===== src/rtl/regfile_pkg.sv =====
// Shared constants for the register-file write-port arbiter.
package regfile_pkg;

  // Default widths of the write port.
  localparam int DEF_DATA_W = 64;
  localparam int DEF_ADDR_W = 5;

  // Writes to this index are accepted but never reach the register file.
  localparam logic [4:0] ZERO_REG = 5'd31;

  // Requester indices, used both as grant-vector bit positions and as
  // round-robin pointer values.
  localparam logic REQ_EX  = 1'b0;
  localparam logic REQ_MEM = 1'b1;

endpackage


===== src/rtl/rr_arb2.sv =====
// Two-way combinational arbiter: round-robin between EX and MEM, with a
// force input that hands the grant to MEM whenever both are requesting.
module rr_arb2
  import regfile_pkg::*;
(
  input  logic [1:0] req,
  input  logic       ptr,
  input  logic       force_mem,
  output logic [1:0] gnt
);

  // Pick at most one requester; single requests always win outright.
  // NOTE: gnt gets a default before the case so no path leaves it unassigned (no latch).
  always_comb begin
    gnt = '0;
    case (req)
      2'b01:   gnt[REQ_EX]  = 1'b1;
      2'b10:   gnt[REQ_MEM] = 1'b1;
      2'b11: begin
        if (force_mem || (ptr == REQ_MEM)) begin
          gnt[REQ_MEM] = 1'b1;
        end else begin
          gnt[REQ_EX] = 1'b1;
        end
      end
      default: gnt = '0;
    endcase
  end

endmodule


===== src/rtl/regfile_wr_arbiter.sv =====
// Shares the register-file write port between the EX and MEM writeback
// requesters. Grants are round-robin except on a same-register conflict,
// where MEM (the older instruction) wins. The winning write is registered
// and presented to the register file for one cycle; committed writes are
// counted in a wrapping 16-bit counter.
module regfile_wr_arbiter
  import regfile_pkg::*;
#(
  parameter int DATA_W = DEF_DATA_W,
  parameter int ADDR_W = DEF_ADDR_W
) (
  input  logic              Clk,
  input  logic              Rst_n,
  input  logic              Hold,
  input  logic              ExValid,
  output logic              ExReady,
  input  logic [ADDR_W-1:0] ExRW,
  input  logic [DATA_W-1:0] ExBusW,
  input  logic              MemValid,
  output logic              MemReady,
  input  logic [ADDR_W-1:0] MemRW,
  input  logic [DATA_W-1:0] MemBusW,
  output logic              RegWr,
  output logic [ADDR_W-1:0] RW,
  output logic [DATA_W-1:0] BusW,
  output logic [15:0]       WrCnt
);

  logic [1:0]        w_req;
  logic [1:0]        w_gnt;
  logic              w_force_mem;
  logic              w_transfer;
  logic              w_win_is_mem;
  logic              w_win_commit;
  logic [ADDR_W-1:0] w_win_rw;
  logic [DATA_W-1:0] w_win_data;

  logic              r_rr_ptr;
  logic              r_reg_wr;
  logic [ADDR_W-1:0] r_rw;
  logic [DATA_W-1:0] r_bus_w;
  logic [15:0]       r_wr_cnt;

  // Reset and stall both suppress every request before arbitration, so
  // Ready stays low and nothing moves while either is active.
  assign w_req       = {MemValid, ExValid} & {2{Rst_n & ~Hold}};
  assign w_force_mem = (ExRW == MemRW);

  rr_arb2 u_arb (
    .req       (w_req),
    .ptr       (r_rr_ptr),
    .force_mem (w_force_mem),
    .gnt       (w_gnt)
  );

  assign ExReady  = w_gnt[REQ_EX];
  assign MemReady = w_gnt[REQ_MEM];

  // Winner selection. A write to the zero register completes the handshake
  // but is not committed.
  assign w_transfer   = |w_gnt;
  assign w_win_is_mem = w_gnt[REQ_MEM];
  assign w_win_rw     = w_win_is_mem ? MemRW   : ExRW;
  assign w_win_data   = w_win_is_mem ? MemBusW : ExBusW;
  assign w_win_commit = w_transfer && (w_win_rw != ADDR_W'(ZERO_REG));

  // Round-robin pointer: after any grant, the other requester gets priority.
  // NOTE: sequential state uses non-blocking assignments so every register samples pre-edge values.
  always_ff @(posedge Clk) begin
    if (!Rst_n) begin
      r_rr_ptr <= REQ_EX;
    end else if (w_transfer) begin
      r_rr_ptr <= w_win_is_mem ? REQ_EX : REQ_MEM;
    end
  end

  // Output register: RegWr pulses for one cycle per committed write; RW and
  // BusW hold their last values between transfers.
  always_ff @(posedge Clk) begin
    if (!Rst_n) begin
      r_reg_wr <= 1'b0;
      r_rw     <= '0;
      r_bus_w  <= '0;
    end else begin
      r_reg_wr <= w_win_commit;
      if (w_transfer) begin
        r_rw    <= w_win_rw;
        r_bus_w <= w_win_data;
      end
    end
  end

  // Committed-write counter, advanced on the same edge that registers RegWr=1.
  always_ff @(posedge Clk) begin
    if (!Rst_n) begin
      r_wr_cnt <= '0;
    end else if (w_win_commit) begin
      r_wr_cnt <= r_wr_cnt + 16'd1;
    end
  end

  assign RegWr = r_reg_wr;
  assign RW    = r_rw;
  assign BusW  = r_bus_w;
  assign WrCnt = r_wr_cnt;

endmodule


===== config.mk =====
export PLATFORM = sky130hd
export DESIGN_NAME = regfile_wr_arbiter
export DESIGN_NICKNAME = d
export VERILOG_FILES = /design/src/rtl/regfile_pkg.sv /design/src/rtl/rr_arb2.sv /design/src/rtl/regfile_wr_arbiter.sv
export SDC_FILE = /design/constraint.sdc
export NUM_CORES = 1
export LEC_CHECK = 0
export ABC_AREA = 0
export CORE_MARGIN = 4
export CORE_UTILIZATION = 35
export DETAILED_ROUTE_END_ITERATION = 6
export GPL_TIMING_DRIVEN = 0
export PLACE_DENSITY = 0.85
export SKIP_LAST_GASP = 1
export SLEW_MARGIN = 40
export SYNTH_ARGS = -nofsm -noshare
export SYNTH_HDL_FRONTEND = slang
export SYNTH_SLANG_ARGS = --single-unit

===== constraint.sdc =====
create_clock -name Clk -period 1.46 [get_ports Clk]
set_input_delay 0.292 -clock Clk [delete_from_list [all_inputs] [get_ports Clk]]
set_output_delay 0.292 -clock Clk [all_outputs]
set_load 0.01 [all_outputs]

# Yosys cells after proc, flatten, opt, wreduce, memory -nomap -nowiden
# Index checks and enable logic that the tools add are counted.
# op_classes
add_sub_neg	1
n_eq_ne	5
mux	7
bitwise	3
n_reduce_logical	3
# ops
operator	n
$mux W64	1
$add A16 B1 Y16 const B	1
$eq A5 B5 Y1	1
$mux W5	1
$ne A5 B5 Y1 const B	1
$eq A2 B2 Y1 const B	2
$pmux W1 S2	2
$mux W1	3
$and A2 B2 Y2	1
$eq A2 B1 Y1 const B	1
$reduce_or A2 Y1	1
$and A1 B1 Y1	1
$logic_and A1 B1 Y1	1
$logic_or A1 B1 Y1	1
$not A1 Y1	1
# word_totals
regBits	87
input_bits	143
out_inout_bits	88
word_cells	24

# Logic depth before layout (Yosys ltp)
# Gate-level depths: netlist of the first run.
# depth
word_depth	8
mapped_depth	8
ltp_nobuf	6

# Hierarchy
# A second synthesis of the first run with hierarchy kept.
# unflattened
hier_cells	495
area_unflattened_um2	4033.9
# by_module_without_submodules
mod	instances	cells_per_inst	area_per_inst_um2	seq_area_each_um2
regfile_wr_arbiter	1	491	4011.3	1741.7
rr_arb2	1	4	22.5	0.0

# Worst setup path after synthesis of the first run
# Ideal clock, no wire load.
# synth_timing
path_type	register to register
startpoint	register r_wr_cnt[2] (netlist: WrCnt[2])
endpoint	register r_wr_cnt[12] (netlist: WrCnt[12])
setup_time_ns	0.072
t_arrival_ns	1.521
required_time_ns	1.388
path_slack_ns	-0.133
stages_incl_launch_ff	7
n_path_buf	1
synth_period_minus_slack_ns	1.593
cell_sequence	dfxtp_1 > and3_1 > and3_1 > clkbuf_1 > nand4_1 > mux2i_1 > mux2i_1
# synth_between
elab_chain_len	1
# synth_lines
item	line	text
from (decl)	regfile_wr_arbiter.sv:42	logic [15:0] r_wr_cnt;
from (signal assigned)	regfile_wr_arbiter.sv:98	r_wr_cnt <= r_wr_cnt + 16'd1;
$add A16 B1 Y16	regfile_wr_arbiter.sv:98	
# No other way between the ends.
# A chain may end at the register's enable or synchronous reset.

# Worst setup path after layout of the first run
# layout_timing
startpoint	input port MemRW[4]
endpoint	output port MemReady
# layout_between
elab_chain_len	4
# layout_lines
item	line	text
from (decl)	regfile_wr_arbiter.sv:21	input logic [ADDR_W-1:0] MemRW,
$eq A5 B5 Y1	regfile_wr_arbiter.sv:47	assign w_force_mem = (ExRW == MemRW);
$logic_or A1 B1 Y1	rr_arb2.sv:20	if (force_mem || (ptr == REQ_MEM)) begin
$mux W1	rr_arb2.sv:20	
$pmux W1 S2	rr_arb2.sv:16	case (req)
to (decl)	regfile_wr_arbiter.sv:20	output logic MemReady,
# No other way between the ends.

==> results of run 1 <==
-- placed cells by master (no fill, tap or decap), types with 8 or more instances in the layout --
cell type	count
clkdlybuf4s50_1	128
dlygate4sd2_1	87
dfxtp_1	76
mux2i_1	74
o21ai_0	71
a21oi_1	65
nand2_1	21
nand4_1	18
buf_12	13
clkbuf_2	13
mux2i_2	13
clkbuf_1	12
nand3_1	12
buf_2	10
nand2b_1	10
clkbuf_16	10
dfxtp_2	9
buf_6	9
buf_4	8
-- repair_timing --
action | 4_1_cts | 5_1_grt
hold buffers | 0 | 0
cloned | 7 | 1
pin swaps | 46 | 31
setup buffers | 14 | 1
gates resized for setup | 220 | 47
endpoints found under the setup margin | 174 | 87
-- power breakdown --
part / leakage, nW / switching [mW] / internal (mW)
registers: 0.719 / 0.0689 / 2.51
clock network: 0.129 / 0.936 / 1.20
logic: 2.81 / 0.579 / 0.765
-- worst max-delay path: stages --
cell and delay (ns):
buf_8 0.10, xor2_2 0.17, nor3_2 0.25, buf_4 0.16
a21oi_4 0.06, buf_8 0.13, buf_12 0.11, clkinv_4 0.03
buf_6 0.08
-- how the worst max path moves through the flow --
stage / endpoint / slack (ns) / depth (start not counted)
floorplan: WrCnt[4] / -0.07 / 6
global placement: MemReady / -1.15 / 8
detailed placement: MemReady / -1.16 / 8
CTS: MemReady / -0.19 / 9
global route: MemReady / -0.29 / 9
finish: MemReady / -0.24 / 9
-- state kept, by name, indices dropped and copies added (netlist names) --
name / flops
BusW: 64
RW: 5
RegWr: 1
WrCnt: 16
r_rr_ptr: 1
-- metrics by stage --
| stage | cell area (um2) | hold slack (ns) | utilization [%] |
|---|---|---|---|
| final | 7590 | 0.226 | 63.2 |
| after global routing | 7590 | 0.224 | 63.2 |
| after CTS | 7480 | 0.211 | 62.3 |
| after detailed placement | 6790 | 0.453 | 56.6 |
| after global placement | 6790 | 0.448 | 56.6 |
| after floorplan | 4320 | 0.382 | - |
-- cells in the mapped netlist, drive strengths merged --
cell type / instances / area (um2)
mux2i: 93 / 931
dfxtp: 87 / 1740
a21oi: 73 / 377
o21ai: 71 / 355
clkbuf: 27 / 103
nand2: 22 / 82.6
nand4: 18 / 113
buf: 14 / 129
nand3: 12 / 60.1
nand2b: 11 / 71.3
and3: 7 / 43.8
mux2: 7 / 97.6
xor2: 5 / 43.8
inv: 4 / 15.0
nor3: 4 / 30.0
and2: 3 / 18.8
nor2: 3 / 13.8
nor2b: 2 / 12.5
ha: 1 / 12.5
nand3b: 1 / 7.51
nor3b: 1 / 7.51
nor4: 1 / 12.5
-- per-layer routing --
| metal | vias to the layer above | routed length [um] | share of wire [%] |
|---|---|---|---|
| met5 | - | 0 | 0 |
| met4 | 0 | 209 | 1.3 |
| met3 | 18 | 1070 | 6.8 |
| met2 | 180 | 8150 | 51 |
| met1 | 2161 | 6390 | 40 |
| li1 | 2202 | - | - |
-- layout make-up --
class	instances	area share [%]
multi-input cells	335	33.5
repair buffers	249	32.6
flip-flops and latches	87	23.2
plain buffers	40	4.35
clock buffers	12	3.25
well taps	147	2.42
clock inverters	4	0.379
inverters	4	0.264
diodes	1	0.0330
-- cells by family after synthesis --
group,synth area share [%]
compound gates,17.1
xor+xnor,1.02
fa+ha+maj,0.292
buf+inv,5.76
flops,40.7
mux,24.0
simple gates,11.1
==> metrics.yaml, run 1 <==
outcome:
  run_status: "complete, but fails checks"
  failed_checks: "negative setup slack"
worst_setup_path:
  path_max_fanout: 3
  worst-setup-path-type: "input pin to primary output"
  start_point_of_the_critical_path: "MemRW[4]"
  cp_capture_type: "primary output"
  cp.arrival_ns: 1.41
  r2r_end: "BusW[53]"
  worst-r2r-cell-count: 9
  timing.reg2reg.setup_slack_ns: -0.16
  critPathLaunchType: "input pin"
  worst_ep_required_time_ns: 1.17
  worstReg2RegStart: "r_rr_ptr"
yosys:
  yosys_warning_total: 0
  syn_avg_cell_area_um2: 9.16
  postSynthRegisterBits: 87
  post_synth_num_cell_types: 30
  synth.net_count: 611
  mappedNetlistArea_um2: 4280
  gate_count_of_the_mapped_netlist: 467
  share_of_the_yosys_chip_area_belonging_to_registers_pct: 40.7
sta:
  final_sum_of_negative_setup_slack_ns: -7.70
  timing.max_slew.rel_slack_pct: 62.9
  rsz0062_at_grt: "yes"
  final_critical_path_setup_slack_ns: -0.240
  achievable-frequency_mhz: 588
  worstMarginPinSlew_ns: 0.557
  final-setup-viol-count: 86
  total_count_of_hold_check_failures_in_the_final_report: 0
  final.setup_skew_ns: 0.00826
  final_period_minus_worst_setup_slack_ns: 1.70
  min_period_over_period_pct: 116
  slew_violations: 0
clock_tree:
  cts.sinks: 87
  clock_tree.buffer_depth: 2
  clk_transition_reported_paths_ns: 0.06
  cts_tree: "done"
  h_tree_levels: 3
  clkLatencyLatePin_ns: 0.33
  cts_root_buf: "clkbuf_16"
  cts_made_buffers: 9
drt:
  drt-wirelength-per-cell_um: 18.0
  postRouteWirelength_um: 15800
  drt_first_iter_violations: 245
  firstDrtPassIters: 5
  route.detailed.vias_per_inst: 5.19
  via_count_of_the_routed_design: 4561
  antenna_left: 0
  count_of_unresolved_drc_violations_after_routing: 0
global_route:
  groute.usage.overall_pct: 21.5
  vias_in_the_first_global_route: 4817
  gr-usage-met2_pct: 38.0
  grtUsageMet3_pct: 6.32
  top_usage_layer: "met2"
  pin_count_of_the_biggest_net_entering_global_routing: 15
  grt_util_met1_pct: 24.7
  grt_remaining_overflow: 0
  grt_pass1_wl_um: 24600
  number_of_antenna_violations_at_the_first_check_in_global_routing: 1
power:
  p_leak_nw: 3.66
  total_power_mw: 6.06
  vdd.ir_drop.worst_mv: 0.464
  power_density_nw_per_um2: 799
hold_path:
  worstHoldPathCells: 2
  class_of_the_worst_hold_path: "input pin to register"
  hold_start: "MemValid"
  timing.hold.worst_endpoint: "r_rr_ptr"
layout:
  layout-drive-gt1-share_pct: 19.6
  area.sequential_um2: 1760
  final_net_count: 870
  final_cell_count_no_fill: 879
  areaGrowthSynthToFinish_pct: 77.4
  area_taken_by_multi_input_logic_gates_um2: 2540
  fillers: 1003
die:
  floorplan.rows: 40
  fp.dieArea_um2: 14100
  dieHeight_um: 119
  initial_core_util_pct: 35.6
  die_width_um: 119
  core_area_um2: 12000
  design.portCount: 231
placed_design:
  dp_hpwl_um: 11700
  post-place-cells: 843
  port_buffers: 229
  place_ws_ns: -1.16
  routabilityCongestion: 0.805
job:
  maxCapViolations: 0
(Power assumes the default switching activity.)
==> inputs of run 2 (changes only) <==
--- a/config.mk
+++ b/config.mk
@@ -8,6 +8,7 @@
 export ABC_AREA = 0
 export CORE_MARGIN = 4
 export CORE_UTILIZATION = 35
+export CTS_CLUSTER_SIZE = 20
 export DETAILED_ROUTE_END_ITERATION = 6
 export GPL_TIMING_DRIVEN = 0
 export PLACE_DENSITY = 0.85
==> results of run 2 <==
Same layout as run 1: the final DEF is identical, and so are final timing and power.
==> inputs of run 3 (changes only) <==
--- a/config.mk
+++ b/config.mk
@@ -6,6 +6,7 @@
 export NUM_CORES = 1
 export LEC_CHECK = 0
 export ABC_AREA = 0
+export CAP_MARGIN = 15
 export CORE_MARGIN = 4
 export CORE_UTILIZATION = 35
 export CTS_CLUSTER_SIZE = 20
==> results of run 3 <==
Same layout as run 1: the final DEF is identical, and so are final timing and power.
